`config.mk`:
```
export PLATFORM = sky130hd
export DESIGN_NAME = inst_sequencer
export DESIGN_NICKNAME = d
export VERILOG_FILES = /design/src/rtl/inst_sequencer.sv
export SDC_FILE = /design/constraint.sdc
export NUM_CORES = 1
export LEC_CHECK = 0
export ABC_AREA = 1
export CAP_MARGIN = 20
export CORE_MARGIN = 2
export CORE_UTILIZATION = 25
export CTS_CLUSTER_DIAMETER = 100
export DETAILED_ROUTE_END_ITERATION = 7
export MAX_ROUTING_LAYER = met4
export PLACE_DENSITY = 0.51
export REMOVE_ABC_BUFFERS = 1
export SLEW_MARGIN = 20
export SYNTH_ARGS = -nofsm -noshare
export SYNTH_HDL_FRONTEND = slang
export SYNTH_SLANG_ARGS = --single-unit
```
`constraint.sdc`:
```
create_clock -name clk -period 1.5 [get_ports clk]
set_clock_uncertainty 0.1 [all_clocks]
set_input_delay 0.3 -clock clk [delete_from_list [all_inputs] [get_ports clk]]
set_output_delay 0.3 -clock clk [all_outputs]
set_load 0.02 [all_outputs]
```
`src/rtl/inst_sequencer.sv`:
```
// inst_sequencer: fetch/load/execute/wait controller that streams 32-bit
// instructions from a synchronous program memory into the datapath IR.
// Optional feature macro: SINGLE_STEP_EN adds a `step` input. When `step` is
// low, the sequencer parks in NEXT after each instruction.
module inst_sequencer #(
    parameter int PC_W         = 16,
    parameter int DELAY_CYCLES = 4,
    parameter int HALT_OP      = 31
) (
    input  logic            clk,
    input  logic            sys_rst,
    input  logic            start,
`ifdef SINGLE_STEP_EN
    input  logic            step,
`endif
    output logic [PC_W-1:0] pmem_addr,
    input  logic [31:0]     pmem_rdata,
    output logic [31:0]     ir,
    output logic            exec_en,
    input  logic            exec_done,
    input  logic            jump_en,
    input  logic [PC_W-1:0] jump_addr,
    output logic [PC_W-1:0] pc,
    output logic            busy,
    output logic            halted
);

    typedef enum logic [2:0] {IDLE, FETCH, LOAD, EXEC, WAIT, NEXT, HALT} state_t;

    // A zero or one-cycle delay both collapse to a single NEXT cycle.
    localparam int CNT_W = DELAY_CYCLES > 1 ? $clog2(DELAY_CYCLES) : 1;
    localparam logic [CNT_W-1:0] CNT_LAST = DELAY_CYCLES > 0 ? CNT_W'(DELAY_CYCLES - 1) : '0;

    state_t           state, state_nx;
    logic [PC_W-1:0]  pc_nx;
    logic [31:0]      ir_nx;
    logic [CNT_W-1:0] cnt, cnt_nx;
    logic             delay_done;
    logic             go;

    assign delay_done = cnt == CNT_LAST;
`ifdef SINGLE_STEP_EN
    assign go = delay_done & step;
`else
    assign go = delay_done;
`endif

    assign pmem_addr = pc;
    assign exec_en   = state == EXEC;
    assign busy      = state != IDLE && state != HALT;
    assign halted    = state == HALT;

    // Next-state and register updates; everything holds unless a state moves it.
    always_comb begin
        state_nx = state;
        pc_nx    = pc;
        ir_nx    = ir;
        cnt_nx   = cnt;
        case (state)
            IDLE:  state_nx = start ? FETCH : IDLE;
            FETCH: state_nx = LOAD;
            LOAD: begin
                ir_nx    = pmem_rdata;
                state_nx = pmem_rdata[31:27] == 5'(HALT_OP) ? HALT : EXEC;
            end
            EXEC:  state_nx = WAIT;
            WAIT: begin
                if (exec_done) begin
                    pc_nx    = jump_en ? jump_addr : pc + PC_W'(1);
                    state_nx = NEXT;
                end
            end
            NEXT: begin
                cnt_nx   = go ? '0 : (delay_done ? cnt : cnt + CNT_W'(1));
                state_nx = go ? FETCH : NEXT;
            end
            HALT:    state_nx = start ? FETCH : HALT;
            default: state_nx = IDLE;
        endcase
    end

    // State and datapath registers; reset overrides everything.
    always_ff @(posedge clk) begin
        if (sys_rst) begin
            state <= IDLE;
            pc    <= '0;
            ir    <= '0;
            cnt   <= '0;
        end else begin
            state <= state_nx;
            pc    <= pc_nx;
            ir    <= ir_nx;
            cnt   <= cnt_nx;
        end
    end

endmodule
```
---- Word level (Yosys, flattened, before mapping) ----
Cells that the tools add are included.
operators by class
  add/sub/neg operators ................... 2
  equality and inequality tests ........... 10
  muxes and demuxes ....................... 8
  reductions and logical operators ........ 4
operators with widths
  kind                   count
  $pmux 3 s7             1
  $add 16x1->16 const B  1
  $mux 16                1
  $mux 3                 4
  $eq 3x3->1 const B     3
  $eq 3x2->1 const B     2
  $eq 5x5->1 const B     1
  $eq 3x1->1 const B     1
  $logic_not 3->1        1
  $ne 3x3->1 const B     1
  $reduce_bool 3->1      1
  $add 2x1->2 const B    1
  $eq 2x2->1 const B     1
  $mux 2                 1
  $ne 2x2->1 const B     1
  $reduce_and 2->1       1
  $logic_and 1x1->1      1
  $mux 1                 1
storage, ports and cells
  register bits ........................... 53
  bits of input ports ..................... 53
  output and inout port bits .............. 67

---- Longest topological paths before layout ----
Gate-level depths: netlist of the first run.
  word-level depth ........................ 3
  mapped depth ............................ 9
  mapped depth without buffers ............ 9

---- Worst setup path before layout of the first run ----
OpenSTA, ideal clock, no wires.
  path type ............................... register -> register
  start ................................... register pc[0]
  end ..................................... register pc[14]
  setup time .............................. 0.119 ns
  data arrival time ....................... 1.335 ns
  required time ........................... 1.281 ns
  slack ................................... -0.055 ns
  stages on the path, launching flop included .. 9
  buffers on the path ..................... 0
  path through ............................ dfxtp_1 -> ha_1 -> nand3_1 -> nor2_1 -> nand3_1 -> nand2_1 -> nand3_1 -> nand2_1 -> a21oi_1
on the way
  longest elaborated chain between the ends .. 2
ends and longest elaborated chain
  what                    line  RTL
  start, declared         23    output logic [PC_W-1:0] pc,
  start signal, assigned  91    pc <= pc_nx;
  $add 16x1->16           69    pc_nx = jump_en ? jump_addr : pc + PC_W'(1);
  $mux 16                 69
No other way between the ends.
A chain may end at the register's enable or synchronous reset.

---- Worst setup path after layout of the first run ----
  start ................................... register state[0]
  end ..................................... output port busy
on the way
  longest elaborated chain between the ends .. 2
  elaborated cells on any way between the ends .. 3
  those cells by class .................... 1 x eq/ne; 2 x reduce/logical
ends and longest elaborated chain
  what                                                    line  RTL
  start, declared                                         34    state_t state, state_nx;
  start signal, assigned                                  90    state <= state_nx;
  $ne 3x3->1 / $reduce_bool 3->1 (equally long branches)  50    assign busy = state != IDLE && state != HALT;
  $logic_and 1x1->1 (*)                                   50
  end, declared                                           24    output logic busy,
Mark *: on every way between the ends. The rest lies on a longest branch, timed or not.

==> results of run 1 <==
[sequential cells by signal, summed over array words and instances (netlist names)]
name   cells
ir        32
cnt        2
pc        16
state      3
[stage by stage]
step           setup slack, ps  utilization (%)  hold slack (ps)  TNS, ps  total power, mW
4_1_cts                  -29.5             40.5              245    -38.3             3.78
3_5_place_dp              -215             39.4              357    -2050             2.76
2_1_floorplan             -234                -              269    -5800             2.10
6_report                 -89.8             42.2              251     -125             3.77
5_1_grt                   -124             42.2              248    -1010             3.99
3_3_place_gp              -202             39.4              351    -1700             2.75
[layer usage]
metal / routed length, um / vias up / GRT usage [%] / share of wire [%]
met5: 0 / - / - / 0
met4: 108 / 0 / 3.34 / 1.3
met3: 601 / 6 / 4.32 / 7.1
met2: 3750 / 105 / 23.1 / 44
met1: 4010 / 1322 / 19.1 / 47
li1: - / 1514 / - / -
[cell usage after synthesis (all sizes together)]
library cell | number | area [um^2]
nand3b | 1 | 7.51
buf | 29 | 209
nand3 | 21 | 128
nor2 | 47 | 191
o21ai | 13 | 65.1
a21oi | 51 | 255
xnor2 | 1 | 8.76
ha | 2 | 25.0
a31oi | 2 | 12.5
nand4 | 4 | 25.0
inv | 29 | 109
o211ai | 1 | 7.51
clkbuf | 4 | 15.0
a211oi | 1 | 7.51
a22oi | 1 | 7.51
dfxtp | 53 | 1060
or2 | 2 | 12.5
o31ai | 1 | 7.51
a22o | 1 | 8.76
nand2 | 127 | 477
[kinds of logic (layout without fill, tap and decap cells)]
kind of cell / after synthesis / after routing / share of synthesized area [%]
and+or+nand+nor: 202 / 202 / 31.8
AOI/OAI and AO/OA: 71 / 71 / 14.1
buffers and inverters: 62 / 200 / 12.6
DFF: 53 / 53 / 40.2
adders and majority gates: 2 / 2 / 0.948
xor gates and xnor gates: 1 / 1 / 0.332
[layout by cell type, fill, tap and decap left out, types with 2 or more instances in the layout]
master	netlist	layout
nand4_1	4	4
nand3_4	1	2
inv_2	3	4
a21oi_2	0	2
inv_1	26	23
nand3_1	18	16
buf_6	4	5
a31oi_1	2	2
clkdlybuf4s15_1	0	7
a21oi_1	51	49
nand3_2	2	3
dlygate4sd2_1	0	45
clkdlybuf4s15_2	0	10
nor2_2	0	5
o21ai_0	10	10
buf_12	0	4
nor2_4	2	3
dfxtp_1	53	41
buf_2	8	4
clkbuf_8	0	5
clkdlybuf4s50_1	0	51
o21ai_1	3	3
dfxtp_2	0	8
nor2_1	45	39
dfxtp_4	0	4
nand2_1	127	126
buf_4	16	35
inv_6	0	2
[final timing paths]
kind             from  depth (start not counted)  slack [ps]       end
max          state[0]                          4         -90      busy
min           sys_rst                          2         250  state[1]
max reg2reg  state[0]                          8         -10    pc[11]
min reg2reg    ir[23]                          2         370    ir[23]
[power by group through the flow]
| stage | logic [mW] | clock network (mW) | registers, mW |
|---|---|---|---|
| after floorplan | 0.332 | 0 | 1.77 |
| after global placement | 1.13 | 0 | 1.62 |
| after detailed placement | 1.13 | 0 | 1.63 |
| after CTS | 1.08 | 1.10 | 1.60 |
| after global routing | 1.22 | 1.15 | 1.62 |
| final | 1.12 | 1.05 | 1.61 |
[cell type report]
type | count | area share [%]
Multi-Input combinational cell | 276 | 30.1
Clock inverter | 3 | 1.10
Timing Repair Buffer | 162 | 35.3
Clock buffer | 5 | 1.59
Tap cell | 136 | 3.92
Inverter | 29 | 2.80
Timing Repair inverter | 1 | 0.144
Sequential cell | 53 | 25.0
[timing repair]
action	CTS	global route
setup endpoints to repair	71	52
resized for setup	119	39
setup buffers	2	6
pin swaps	1	5
gates cloned	0	2
hold buffers	0	0
==> metrics.yaml, run 1 <==
worst_setup_path:
  cpPeakStageDelay_ps: 380
  crit_family: "flip-flops"
  critPathKind: "reg2out"
  worstPathRequired_ps: 1100
  cp-end-kind: "primary output"
  arrival_ps: 1190
  crit_slowest_cell: "dfxtp_2"
  worst-path-max-fanout: 3
  crit_chain: "buf_6 -> nor2_4 -> a21oi_2 -> buf_4"
  cp_num_buf_inv: 2
  worstSetupStartpointType: "register"
sta:
  final-setup-viol-count: 8
  worst_slack_ps: -89.8
  min_period_ps: 1590
  hold_viol: 0
  tightest_slew_ps: 325
  fin_crit_sh_pct: 106
  rsz0062_at_grt: "true"
  relSlewSlack_pct: 78.3
  fmax_mhz: 629
  slew_violations: 0
min_path:
  min_path_type: "in2reg"
pwr:
  combPwrFrac_pct: 29.7
  pwr-share-seq_pct: 42.5
  ir_worst_vdd_mv: 0.661
  p_int_mw: 2.56
  power.share.clock_pct: 27.7
  power.density_mw_per_mm2: 870
  netSwitchingFraction_pct: 32.1
  p_leak_nw: 1.89
  switching_power_mw: 1.21
status:
  status: "finished with violations"
  violations: "negative setup slack"
grt:
  grt_max_degree: 28
  grt_pass1_wl_um: 13300
  first_global_vias: 2821
  antenna_found_initial: 0
  overflow: 0
  groute.usage.overall_pct: 14.8
final_layout:
  drive_gt1_share_pct: 19.7
  nets: 583
  design_area_mm2: 0.00434
  multi_input_area_mm2: 0.00131
  fill_cells: 1070
  layout.area.seq_mm2: 0.00109
  instances_no_fill: 665
  diodes: 0
  syn2layout_area_growth_pct: 64.3
placement:
  hpwlAfterDp_um: 6060
  io_buffers: 119
  dpl_cell_area_mm2: 0.00405
  gp_congestion: 0.833
  place_inst: 647
clock_tree:
  cts_made_buffers: 5
  cts.path.max_buffers: 2
  htree_levels: 2
  cts_tree: "built"
  clkTransAtPathRegs_ps: 110
  worstSkewPairLatency_ps: 310
  clock-root-buffer: "clkbuf_8"
  cts.sinks: 53
drt:
  via_per_inst: 4.43
  vias: 2947
  ant_nets: 0
  drt_iter0_markers: 76
  drc: 0
  wl_um: 8470
  first_pass_iters: 6
  routedWlPerCell_um: 12.7
logic_synthesis:
  ys_seq_area_share_pct: 40.2
  synthCells: 391
  yosysUniqueCellTypes: 29
  ys_ff_latch: 53
  synth.avg_cell_area_um2: 6.75
  synth_area_mm2: 0.00264
  synth_warnings: 0
floorplan:
  initial_core_util_pct: 25.7
  dieWidth_um: 107
  fp.dieH_um: 107
  core-area_mm2: 0.0103
  dieArea_mm2: 0.0114
  pin_count: 120
  num_rows: 37
job:
  cap_violations: 0
No activity file was read; power rests on OpenSTA's default activity.
==> run 2: changes to the inputs <==
==> constraint.sdc (replaced) <==
create_clock -name clk -period 1.8 [get_ports clk]
set_clock_uncertainty 0.1 [all_clocks]
set_input_delay 0.36 -clock clk [delete_from_list [all_inputs] [get_ports clk]]
set_output_delay 0.36 -clock clk [all_outputs]
set_load 0.02 [all_outputs]
==> run 2 against run 1 <==
The run now ends clean. Cell area decreased by 8.1%. Wire length decreased by 8.3%. Die area unchanged. Final cell count decreased by 4.2%. Clock-buffer cell count unchanged. Via count decreased by 6.0%. Global-route usage decreased by 0.32 points. Setup slack improved by 150 ps. Clock power decreased by 32%. Utilization decreased by 3.4 points. Largest cell class unchanged.
==> metrics.yaml, run 2 (synthesized netlist as in run 1, its figures left out) <==
floorplan:
  fp.dieH_um: 107  # unchanged
  core-area_mm2: 0.0103  # unchanged
  pin_count: 120  # unchanged
  initial_core_util_pct: 25.7  # unchanged
  dieArea_mm2: 0.0114  # unchanged
  dieWidth_um: 107  # unchanged
  num_rows: 37  # unchanged
worst_setup_path:
  cp_num_buf_inv: 1  # -1
  worstPathRequired_ps: 1340  # +240 ps
  cpPeakStageDelay_ps: 610  # +230 ps
  crit_chain: "clkdlybuf4s50_1"
  critPathKind: "reg2out"
  crit_slowest_cell: "clkdlybuf4s50_1"
  cp-end-kind: "primary output"
  arrival_ps: 1280  # +90 ps
  worst-path-max-fanout: 3  # unchanged
  crit_family: "buffers and inverters"
  worstSetupStartpointType: "register"
  r2r_slack_ps: 280  # +290 ps
grt:
  first_global_vias: 2728  # -3.3%
  grt_max_degree: 34  # +21%
  groute.usage.overall_pct: 14.5  # -0.32 points
  overflow: 0  # unchanged
  grt_pass1_wl_um: 13100  # -1.7%
  antenna_found_initial: 0  # unchanged
drt:
  ant_nets: 0  # unchanged
  routedWlPerCell_um: 12.2  # -4.2%
  vias: 2769  # -6.0%
  drc: 0  # unchanged
  wl_um: 7770  # -8.3%
  via_per_inst: 4.35  # -1.9%
  drt_iter0_markers: 100  # +32%
  first_pass_iters: 4  # -2
placement:
  gp_congestion: 0.824  # -1.1%
  place_ws_ps: 1.77  # +217 ps
  hpwlAfterDp_um: 5740  # -5.3%
  io_buffers: 119  # unchanged
  dpl_cell_area_mm2: 0.00392  # -3.3%
sta:
  final-setup-viol-count: 0  # -8
  worst_slack_ps: 57.1  # +147 ps
  hold_viol: 0  # unchanged
  fin_crit_sh_pct: 96.8
  tightest_slew_ps: 540  # +215 ps
  fmax_mhz: 574
  min_period_ps: 1740
  setup_tns_ps: 0  # +125 ps
  relSlewSlack_pct: 63.9  # -14 points
  slew_violations: 0  # unchanged
  rsz0062_at_grt: "false"
pwr:
  combPwrFrac_pct: 29.4  # -0.3 points
  p_int_mw: 1.95  # -24%
  netSwitchingFraction_pct: 32.7  # +0.60 points
  power.share.clock_pct: 24.5  # -3.2 points
  pwr-share-seq_pct: 46.1  # +3.6 points
  p_leak_nw: 1.82  # -3.3%
  power.density_mw_per_mm2: 725  # -17%
  ir_worst_vdd_mv: 0.343  # -48%
  switching_power_mw: 0.947  # -22%
  total_power_mw: 2.89  # -23%
final_layout:
  reg_top3: "ir (32), pc (16), state (3)"
  final_common_cell: "nand2_1"
  nets: 555  # -4.8%
  syn2layout_area_growth_pct: 51.0
  largest_reg_flops: 32  # unchanged
  design_area_mm2: 0.00399  # -8.1%
  diodes: 0  # unchanged
  drive_gt1_share_pct: 7.39  # -12 points
  fill_cells: 1091  # +2.0%
  final_cell_mix: "nand2_1 (127), clkdlybuf4s50_1 (74), dfxtp_1 (52)"
  regMostFlops: "ir"
clock_tree:
  cts_made_buffers: 5  # unchanged
  cts_hold_buf: 0  # unchanged
  worstSkewPairLatency_ps: 300  # about the same
  cts_tree: "built"
  clkTransAtPathRegs_ps: 100  # about the same
  clock-root-buffer: "clkbuf_8"
  htree_levels: 2  # unchanged
  post-cts-setup-buffers: 0  # -2
  cts.path.max_buffers: 2  # unchanged
  cts.sinks: 53  # unchanged
job:
  cap_violations: 0  # unchanged
min_path:
  min_path_type: "in2reg"
status:
  status: "finished, final reports clean"
-- run 2: final cells by class --
| cell class | count | area [um^2] | area share, % |
|---|---|---|---|
| Timing Repair Buffer | 135 | 1310 | 32.9 |
| Multi-Input combinational cell | 276 | 1250 | 31.3 |
| Sequential cell | 53 | 1060 | 26.6 |
| Tap cell | 136 | 170 | 4.27 |
| Inverter | 29 | 109 | 2.73 |
| Clock buffer | 5 | 68.8 | 1.73 |
| Clock inverter | 3 | 21.3 | 0.533 |
-- run 2: final timing paths --
kind	start	end	cells past startpoint
min	sys_rst	state[1]	2
max reg2reg	pc[0]	pc[14]	8
min reg2reg	ir[13]	ir[13]	2
max	pc[11]	pmem_addr[11]	1
-- run 2: stage by stage --
| stage | instances | util (%) | hold slack (ps) |
|---|---|---|---|
| 5_1_grt | 637 | 38.8 | 336 |
| 3_3_place_gp | 629 | 38.1 | 351 |
| 6_report | 637 | 38.8 | 332 |
| 2_1_floorplan | 358 | - | 329 |
| 3_5_place_dp | 629 | 38.1 | 357 |
| 4_1_cts | 637 | 38.6 | 325 |
-- run 2: timing repair --
action / 4_1_cts / 5_1_grt
pin swaps: 0 / 0
resized for setup: 37 / 13
endpoints found under the setup margin: 33 / 14
-- run 2: power groups by stage --
stage               Clock (mW)  Combinational (mW)  Sequential (mW)
floorplan                    0               0.277             1.47
global placement             0               0.883             1.36
detailed placement           0               0.882             1.36
CTS                      0.747               0.875             1.34
global route             0.805               0.931             1.35
finish                   0.709               0.849             1.34
-- run 2: layer usage --
layer  vias to the layer above  GRT usage, %  wire (um)
met5                         -             -          0
met4                         0          3.34         78
met3                         4          5.29        757
met2                       112          21.2       3240
met1                      1202          19.1       3690
li1                       1451             -          -
